--- src/rtl/panel_switch_conditioner.sv ---
// Front-panel button conditioner: two-flop sync and debounce per button, RUN/HALT on button 1,
// stretched RESET/CLEAR on button 2 or after power-on.
module panel_switch_conditioner #(
    parameter int unsigned DB_CYCLES   = 125000,
    parameter int unsigned LONG_CYCLES = 12500000,
    parameter int unsigned RST_CYCLES  = 16
) (
    input  logic SYSCLK,
    input  logic RESET,
    input  logic nBUT1,
    input  logic nBUT2,
    output logic sw_RUN,
    output logic sw_HALT,
    output logic sw_RESET,
    output logic sw_CLEAR,
    output logic but1_db,
    output logic but2_db
);

    localparam int unsigned DB_W   = $clog2(DB_CYCLES);
    localparam int unsigned LONG_W = $clog2(LONG_CYCLES);
    localparam int unsigned RST_W  = $clog2(RST_CYCLES + 1);

    localparam logic [DB_W-1:0]   DB_MAX   = DB_W'(DB_CYCLES - 1);
    localparam logic [LONG_W-1:0] LONG_MAX = LONG_W'(LONG_CYCLES - 1);
    localparam logic [RST_W-1:0]  RST_LOAD = RST_W'(RST_CYCLES);

    typedef enum logic [1:0] {
        IDLE,
        PRESSED,
        LONG
    } state_t;

    logic [1:0]        sync1;
    logic [1:0]        sync2;
    logic [1:0]        pressed;
    logic [1:0]        db;
    logic [DB_W-1:0]   db_cnt [2];
    logic [1:0]        flip;
    logic [1:0]        rise;
    logic [RST_W-1:0]  stretch;
    logic [RST_W-1:0]  stretch_next;
    logic              suppress;
    logic [LONG_W-1:0] hold;
    state_t            state;

    assign pressed = ~sync2;
    assign but1_db = db[0];
    assign but2_db = db[1];

    // Rising edges are taken from the debouncer's toggle event so the FSM and
    // stretch counter react on the same edge the debounced level rises.
    always_comb begin
        flip = '0;
        for (int unsigned i = 0; i < 2; i++) begin
            flip[i] = (pressed[i] != db[i]) && (db_cnt[i] == DB_MAX);
        end
        rise = flip & ~db;
    end

    always_comb begin
        stretch_next = stretch;
        if (rise[1]) begin
            stretch_next = RST_LOAD;
        end else if (stretch != '0) begin
            stretch_next = stretch - RST_W'(1);
        end
        suppress = (stretch_next != '0);
    end

    always_ff @(posedge SYSCLK or posedge RESET) begin
        if (RESET) begin
            sync1 <= '1;
            sync2 <= '1;
            db    <= '0;
            for (int unsigned i = 0; i < 2; i++) begin
                db_cnt[i] <= '0;
            end
        end else begin
            sync1 <= {nBUT2, nBUT1};
            sync2 <= sync1;
            for (int unsigned i = 0; i < 2; i++) begin
                if (pressed[i] == db[i] || flip[i]) begin
                    db_cnt[i] <= '0;
                end else begin
                    db_cnt[i] <= db_cnt[i] + DB_W'(1);
                end
                if (flip[i]) begin
                    db[i] <= ~db[i];
                end
            end
        end
    end

    always_ff @(posedge SYSCLK or posedge RESET) begin
        if (RESET) begin
            stretch  <= RST_LOAD;
            sw_RESET <= 1'b1;
            sw_CLEAR <= 1'b1;
        end else begin
            stretch  <= stretch_next;
            sw_RESET <= suppress;
            sw_CLEAR <= suppress;
        end
    end

    always_ff @(posedge SYSCLK or posedge RESET) begin
        if (RESET) begin
            state   <= IDLE;
            hold    <= '0;
            sw_RUN  <= 1'b0;
            sw_HALT <= 1'b0;
        end else begin
            sw_RUN  <= 1'b0;
            sw_HALT <= 1'b0;
            if (suppress) begin
                state <= IDLE;
            end else begin
                case (state)
                    IDLE: begin
                        if (rise[0]) begin
                            state <= PRESSED;
                            hold  <= '0;
                        end
                    end
                    PRESSED: begin
                        if (!db[0]) begin
                            sw_RUN <= 1'b1;
                            state  <= IDLE;
                        end else if (hold == LONG_MAX) begin
                            sw_HALT <= 1'b1;
                            state   <= LONG;
                        end else begin
                            hold <= hold + LONG_W'(1);
                        end
                    end
                    LONG: begin
                        if (!db[0]) begin
                            state <= IDLE;
                        end
                    end
                    default: state <= IDLE;
                endcase
            end
        end
    end

endmodule
--- config.mk ---
export PLATFORM = sky130hd
export DESIGN_NAME = panel_switch_conditioner
export DESIGN_NICKNAME = d
export VERILOG_FILES = /design/src/rtl/panel_switch_conditioner.sv
export SDC_FILE = /design/constraint.sdc
export NUM_CORES = 1
export LEC_CHECK = 0
export CAP_MARGIN = 0
export CORE_ASPECT_RATIO = 0.5
export CORE_UTILIZATION = 40
export DETAILED_ROUTE_END_ITERATION = 7
export HOLD_SLACK_MARGIN = 0.05
export PLACE_DENSITY = 0.61
export SLEW_MARGIN = 0
export SYNTH_ARGS = -nofsm -noshare
export SYNTH_HDL_FRONTEND = slang
export SYNTH_SLANG_ARGS = --single-unit
--- constraint.sdc ---
create_clock -name SYSCLK -period 2.6 [get_ports SYSCLK]
set_input_delay 0.52 -clock SYSCLK [delete_from_list [all_inputs] [get_ports SYSCLK]]
set_output_delay 0.52 -clock SYSCLK [all_outputs]
set_load 0.05 [all_outputs]
==> results of run 1 <==
## routing by layer
layer | global-route usage | vias to the layer above
li1 | - | 1376
met1 | 0.218 | 1359
met2 | 0.275 | 35
met3 | 0.0526 | 10
met4 | 0.0659 | 0
met5 | 0 | -
## sequential cells by signal, indices dropped and copies added (netlist names)
register and flops:
sw_CLEAR 1, sync1 2, hold 24, sync2 2
db 2, sw_RUN 1, stretch 5, state 2
db_cnt 34, sw_HALT 1
## worst paths after layout
check	from	to	slack, ps	cells past startpoint
max	stretch[0]	hold[16]	250	9
min	sync1[0]	sync2[0]	360	0
max reg2reg	stretch[0]	hold[16]	250	9
min reg2reg	sync1[0]	sync2[0]	360	0
max in group asynchronous	RESET	stretch[4]	1350	3
min in group asynchronous	RESET	db_cnt[1]	550	2
## through the flow
stage / util / setup slack (ps) / power (mW)
detailed placement: 0.442 / 281 / 1.25
CTS: 0.484 / 258 / 2.77
floorplan: - / 208 / 1.23
global placement: 0.442 / 388 / 1.25
finish: 0.484 / 250 / 2.74
global route: 0.484 / 57.1 / 2.84
## report_power, final
part | total (mW) | leakage [nW] | internal (mW) | switching, mW
Clock | 1.51 | 0.176 | 1.03 | 0.473
Combinational | 0.0540 | 0.682 | 0.0178 | 0.0361
Sequential | 1.17 | 1.01 | 1.17 | 0.00940
## cells in the final DEF (no fill, tap or decap), types with 2 or more instances in the layout
master / netlist / layout
a21oi_1: 9 / 9
a21oi_2: 3 / 3
a31oi_1: 7 / 7
and2_1: 4 / 4
and3_1: 19 / 19
and4_1: 6 / 6
and4b_1: 3 / 3
buf_4: 1 / 5
bufinv_16: 0 / 4
clkbuf_16: 0 / 9
clkdlybuf4s50_1: 0 / 9
dfrtp_1: 68 / 68
dfstp_2: 6 / 6
ha_1: 4 / 4
inv_1: 10 / 9
nand2_1: 31 / 31
nand2b_1: 3 / 3
nand3_1: 20 / 20
nand4_1: 15 / 15
nor2_1: 53 / 53
nor2b_1: 2 / 2
nor3_1: 9 / 9
nor4_1: 4 / 4
o21ai_0: 33 / 33
o21ai_1: 3 / 3
o31ai_1: 4 / 4
or3_1: 4 / 4
or4b_1: 2 / 2
xnor2_1: 15 / 15
xor2_1: 19 / 19
## layout make-up
type | instances | area (µm²)
Fill cell | 785 | 4540
Multi-Input combinational cell | 285 | 1700
Sequential cell | 74 | 1860
Clock buffer | 9 | 225
Inverter | 10 | 37.5
Tap cell | 117 | 146
Clock inverter | 7 | 141
Timing Repair Buffer | 15 | 148
## worst reg2reg max path, cell delays in order, from the launching register on
cell	delay [ps]
dfrtp_1	420
inv_1	110
ha_1	260
or4b_1	540
nand3_1	140
a32oi_2	90
and3_1	180
buf_4	190
a21oi_1	150
o21ba_2	160
## kinds of logic after synthesis
group	share of synthesized area
AOI/OAI and AO/OA	0.102
xor gates and xnor gates	0.0810
adders and majority gates	0.0136
buffers and inverters	0.0323
and+or+nand+nor	0.265
DFF	0.506
==> summary.txt, run 1 <==
Timing
  • Final Cycle Share: 0.904
  • Worst relative slew slack: 0.579
  • Worst slew pin tran: around 630 ps
  • Setup Skew: roughly 5.1 ps
  • Min Tclk post-route: around 2400 ps
  • Max Clock Freq: about 430 MHz
  • Final TNS setup: 0 ps
  • Final-report hold violation count: 0
  • RSZ-0062 raised after global routing: false
  • Slew Limit Fails: 0
  • Hold slack: approximately 360 ps
  • Final setup vio count: 0

Die
  • Die X: roughly 140 µm
  • Initial Util: 0.418
  • Die area: around 9600 µm²
  • Core ar.: roughly 8800 µm²
  • Std cell rows: 24
  • IO Pins: 10
  • Die height: around 70 µm

Placed design
  • Inst Count DP: between 500 and 600
  • Dpl hpwl: between 5000 and 6000 µm
  • DP Area: a little under 4000 µm²
  • GPL Wtd Cong: around 0.84
  • IO Port Bufs: 9

Global routing
  • GR Overflow Total: 0
  • Tot GR Track Use: 0.172
  • Largest net degree at the start of global routing: 30
  • Antenna violations before repair: 0
  • First-pass GRT wire length: 12700 µm
  • Vias in the first global route: ~2700

Route
  • Total wire length: roughly 7200 µm
  • Routed met2 length: between 3000 and 4000 µm
  • DR vias/cell: around 5.4
  • DRC Markers: 0
  • Wire length on met3: 217 µm
  • Routed vias: approximately 2800
  • Antenna Nets Post-Route: 0
  • DR pass1 iterations: 6
  • Metal1 wirelength: 3480 µm
  • DR iter-0 viols: 160
  • Routed len/inst: approximately 14 µm
  • Uppermost layer routed: met4

CTS
  • Post_cts resized: 0
  • Post-CTS Setup Bufs: 0
  • Hold Buf Count CTS: 0
  • Clock Tree Root: clkbuf_16
  • Num CTS Buffers: 9
  • Clock Path Buffers: 2
  • H-tree depth: 3
  • Worst-Skew Late Latency: 330 ps
  • CTS tree: done
  • CTS Sinks: 74
  • Clock transition at path regs: 60 ps

Setup path
  • CP Class: reg2reg
  • Buf/Inv on CP: 2
  • CP max FO: 15
  • Critical path arrival: ~2600 ps
  • Worst Setup End Kind: register
  • Crit path max-delay family: simple AND/OR/NAND/NOR gates
  • Startpoint types: register
  • Worst endpoint required time: approximately 2800 ps
  • Slowest stage cell, crit path: or4b_1
  • CP max stage delay: approximately 540 ps
  • Crit-path cells: inv_1 -> ha_1 -> or4b_1 -> nand3_1 -> a32oi_2 -> and3_1 -> buf_4 -> a21oi_1 -> o21ba_2

Cells and area
  • Post-route cell area: 4250 µm²
  • Final nets: a little over 400
  • Fin cells: approximately 520
  • Layout cells sized above 1: 0.0925
  • N_diodes: 0
  • Area grow syn2layout: 15.8%

Logic synthesis
  • Top-count cell post-synth: dfrtp_1
  • Post-synth EDFFs: 0
  • Area contributors post-synth: dfrtp_1 46%, nor2_1 5.4%, xor2_1 4.5%
  • Synthesized area per cell: approximately 9.6 µm²
  • Mapped Cells: 384
  • Mapped Nets: 392
  • Ys async rst share: 1.00
  • Commonest cells post-synth: 68 x dfrtp_1, 53 x nor2_1, 33 x o21ai_0
  • Synth unique cells: 46
  • Synth Warn #: 0
  • Mapped cell area: 3670 µm²
  • Synth top area share: 0.463
  • Sequential area share after synthesis: 0.506
  • Most used DFF post-synth: dfrtp_1
  • Synth area leader: dfrtp_1
  • Seq cells post-synth: 74

Power and ir drop
  • P_leak: around 1.9 nW
  • P per Cell Area: roughly 640 nW/µm²
  • VDD IR max: around 0.00034 V

Run status
  • Status: finished, final reports clean

Worst hold path
  • Worst Hold Class: reg2reg

Flow run
  • Max Cap Viol: 0
No activity file was read; power rests on OpenSTA's default activity.
==> run 2: changes to the inputs <==
Settings changed: SETUP_SLACK_MARGIN from default to 0.2.
==> run 2 against run 1 <==
  * Die area unchanged
  * Worst setup slack improved by 90 ps
  * Clock power about the same
  * Non-clock buffer count up 3
  * Largest cell class unchanged
  * Critical endpoint is now hold[4]
==> summary.txt, run 2 (synthesis results as in run 1) <==
Timing
  • Final setup vio count: 0
  • Worst slew pin tran: ~630 ps
  • Worst relative slew slack: 0.576
  • Min Tclk post-route: between 2000 and 2500 ps
  • Slew Limit Fails: 0
  • Setup Skew: 5.53 ps
  • Final-report hold violation count: 0
  • Max Clock Freq: 442 MHz
  • RSZ-0062 raised after global routing: false
  • Final TNS setup: 0 ps
  • Final Cycle Share: 0.869

Die
  • Die height: 69.8 µm
  • Std cell rows: 24
  • Core ar.: 8800 µm²
  • Initial Util: 0.418
  • Die area: 9600 µm²
  • IO Pins: 10
  • Die X: between 100 and 150 µm

Power and ir drop
  • VDD IR max: between 0.0003 and 0.0004 V
  • P per Cell Area: 635 nW/µm²
  • P_leak: about 1.9 nW

Route
  • DR iter-0 viols: 180
  • Total wire length: roughly 7300 µm
  • Routed len/inst: approximately 14 µm
  • Routed vias: between 2000 and 3000
  • DR pass1 iterations: 4
  • DR vias/cell: about 5.4
  • DRC Markers: 0
  • Antenna Nets Post-Route: 0

Global routing
  • Antenna violations before repair: 0
  • GR Overflow Total: 0
  • Largest net degree at the start of global routing: 30
  • Vias in the first global route: about 2700
  • Tot GR Track Use: 0.172
  • First-pass GRT wire length: 12700 µm

Cells and area
  • Top flop regs: db_cnt x34, hold x24, stretch x5
  • Top reg by flops: db_cnt
  • Most frequent cells in the layout: 68 x dfrtp_1, 53 x nor2_1, 33 x o21ai_0, 31 x nand2_1
  • Post-route cell area: 4310 µm²
  • Max FFs per register: 34
  • Layout cells sized above 1: 0.112
  • Final nets: 406
  • Area grow syn2layout: 17.4%
  • Commonest non-fill, non-tap cell in the layout: dfrtp_1
  • N_diodes: 0

Worst hold path
  • Worst Hold Class: reg2reg

CTS
  • Clock Tree Root: clkbuf_16
  • Num CTS Buffers: 9
  • CTS Sinks: 74
  • H-tree depth: 3
  • CTS tree: done
  • Clock transition at path regs: roughly 60 ps
  • Hold Buf Count CTS: 0
  • Clock Path Buffers: 2
  • Worst-Skew Late Latency: 330 ps

Setup path
  • CP Class: reg2reg
  • Startpoint types: register
  • Critical path arrival: between 2000 and 2500 ps
  • CP max FO: 24
  • Worst Setup End Kind: register
  • Worst endpoint required time: between 2000 and 3000 ps

Run status
  • Status: finished, final reports clean

Placed design
  • Dpl hpwl: 5030 µm
  • GPL Wtd Cong: approximately 0.84
  • DP Area: approximately 3900 µm²
  • IO Port Bufs: 9

Flow run
  • Max Cap Viol: 0
-- run 2: area by class of cell --
| cell class | count | area, µm² |
|---|---|---|
| clock buffer | 9 | 225 |
| clock inverter | 7 | 141 |
| tap | 117 | 146 |
| sequential | 74 | 1860 |
| inverter | 10 | 37.5 |
| multi-input combinational | 285 | 1730 |
| timing repair buffer | 18 | 174 |
| fill | 780 | 4490 |
-- run 2: repair_timing --
item                                    CTS  global route
endpoints found under the setup margin    0            14
setup buffers                             0             3
resized for setup                         0             7
-- run 2: worst paths after layout --
check | from | endpoint | slack (ps) | cells after the start
worst max-delay path | stretch[0] | hold[4] | 340 | 9
worst min-delay path | sync1[0] | sync2[0] | 360 | 0
worst max register to register | stretch[0] | hold[4] | 340 | 9
worst min register to register | sync1[0] | sync2[0] | 360 | 0
max in group asynchronous | RESET | stretch[4] | 1350 | 3
min in group asynchronous | RESET | db_cnt[1] | 540 | 2
-- run 2: power by group --
group | internal (mW) | total, mW | switching (mW)
clock network | 1.03 | 1.51 | 0.476
logic | 0.0179 | 0.0542 | 0.0363
registers | 1.17 | 1.17 | 0.00946
-- run 2: per-layer routing --
layer | track usage | up-vias | share of wire
li1 | - | 1383 | -
met1 | 0.218 | 1385 | 0.47
met2 | 0.275 | 39 | 0.48
met3 | 0.0526 | 10 | 0.030
met4 | 0.0659 | 0 | 0.014
met5 | 0 | - | 0
-- run 2: worst max-delay path, stage by stage (launching register included) --
cell	delay, ps
dfrtp_1	420
inv_1	150
ha_4	180
nor4b_4	280
nand3_1	130
a32oi_2	290
nand4_1	130
buf_4	230
o21ai_0	210
o31ai_1	90
-- run 2: stage by stage --
step                 util  setup WS [ps]  hold slack [ps]  power, mW  std cells
finish              0.490            340              359       2.74        520
global route        0.490            144              362       2.84        520
CTS                 0.484            258              360       2.77        517
detailed placement  0.442            281              352       1.25        501
global placement    0.442            388              348       1.25        501
floorplan               -            208              345       1.23        384
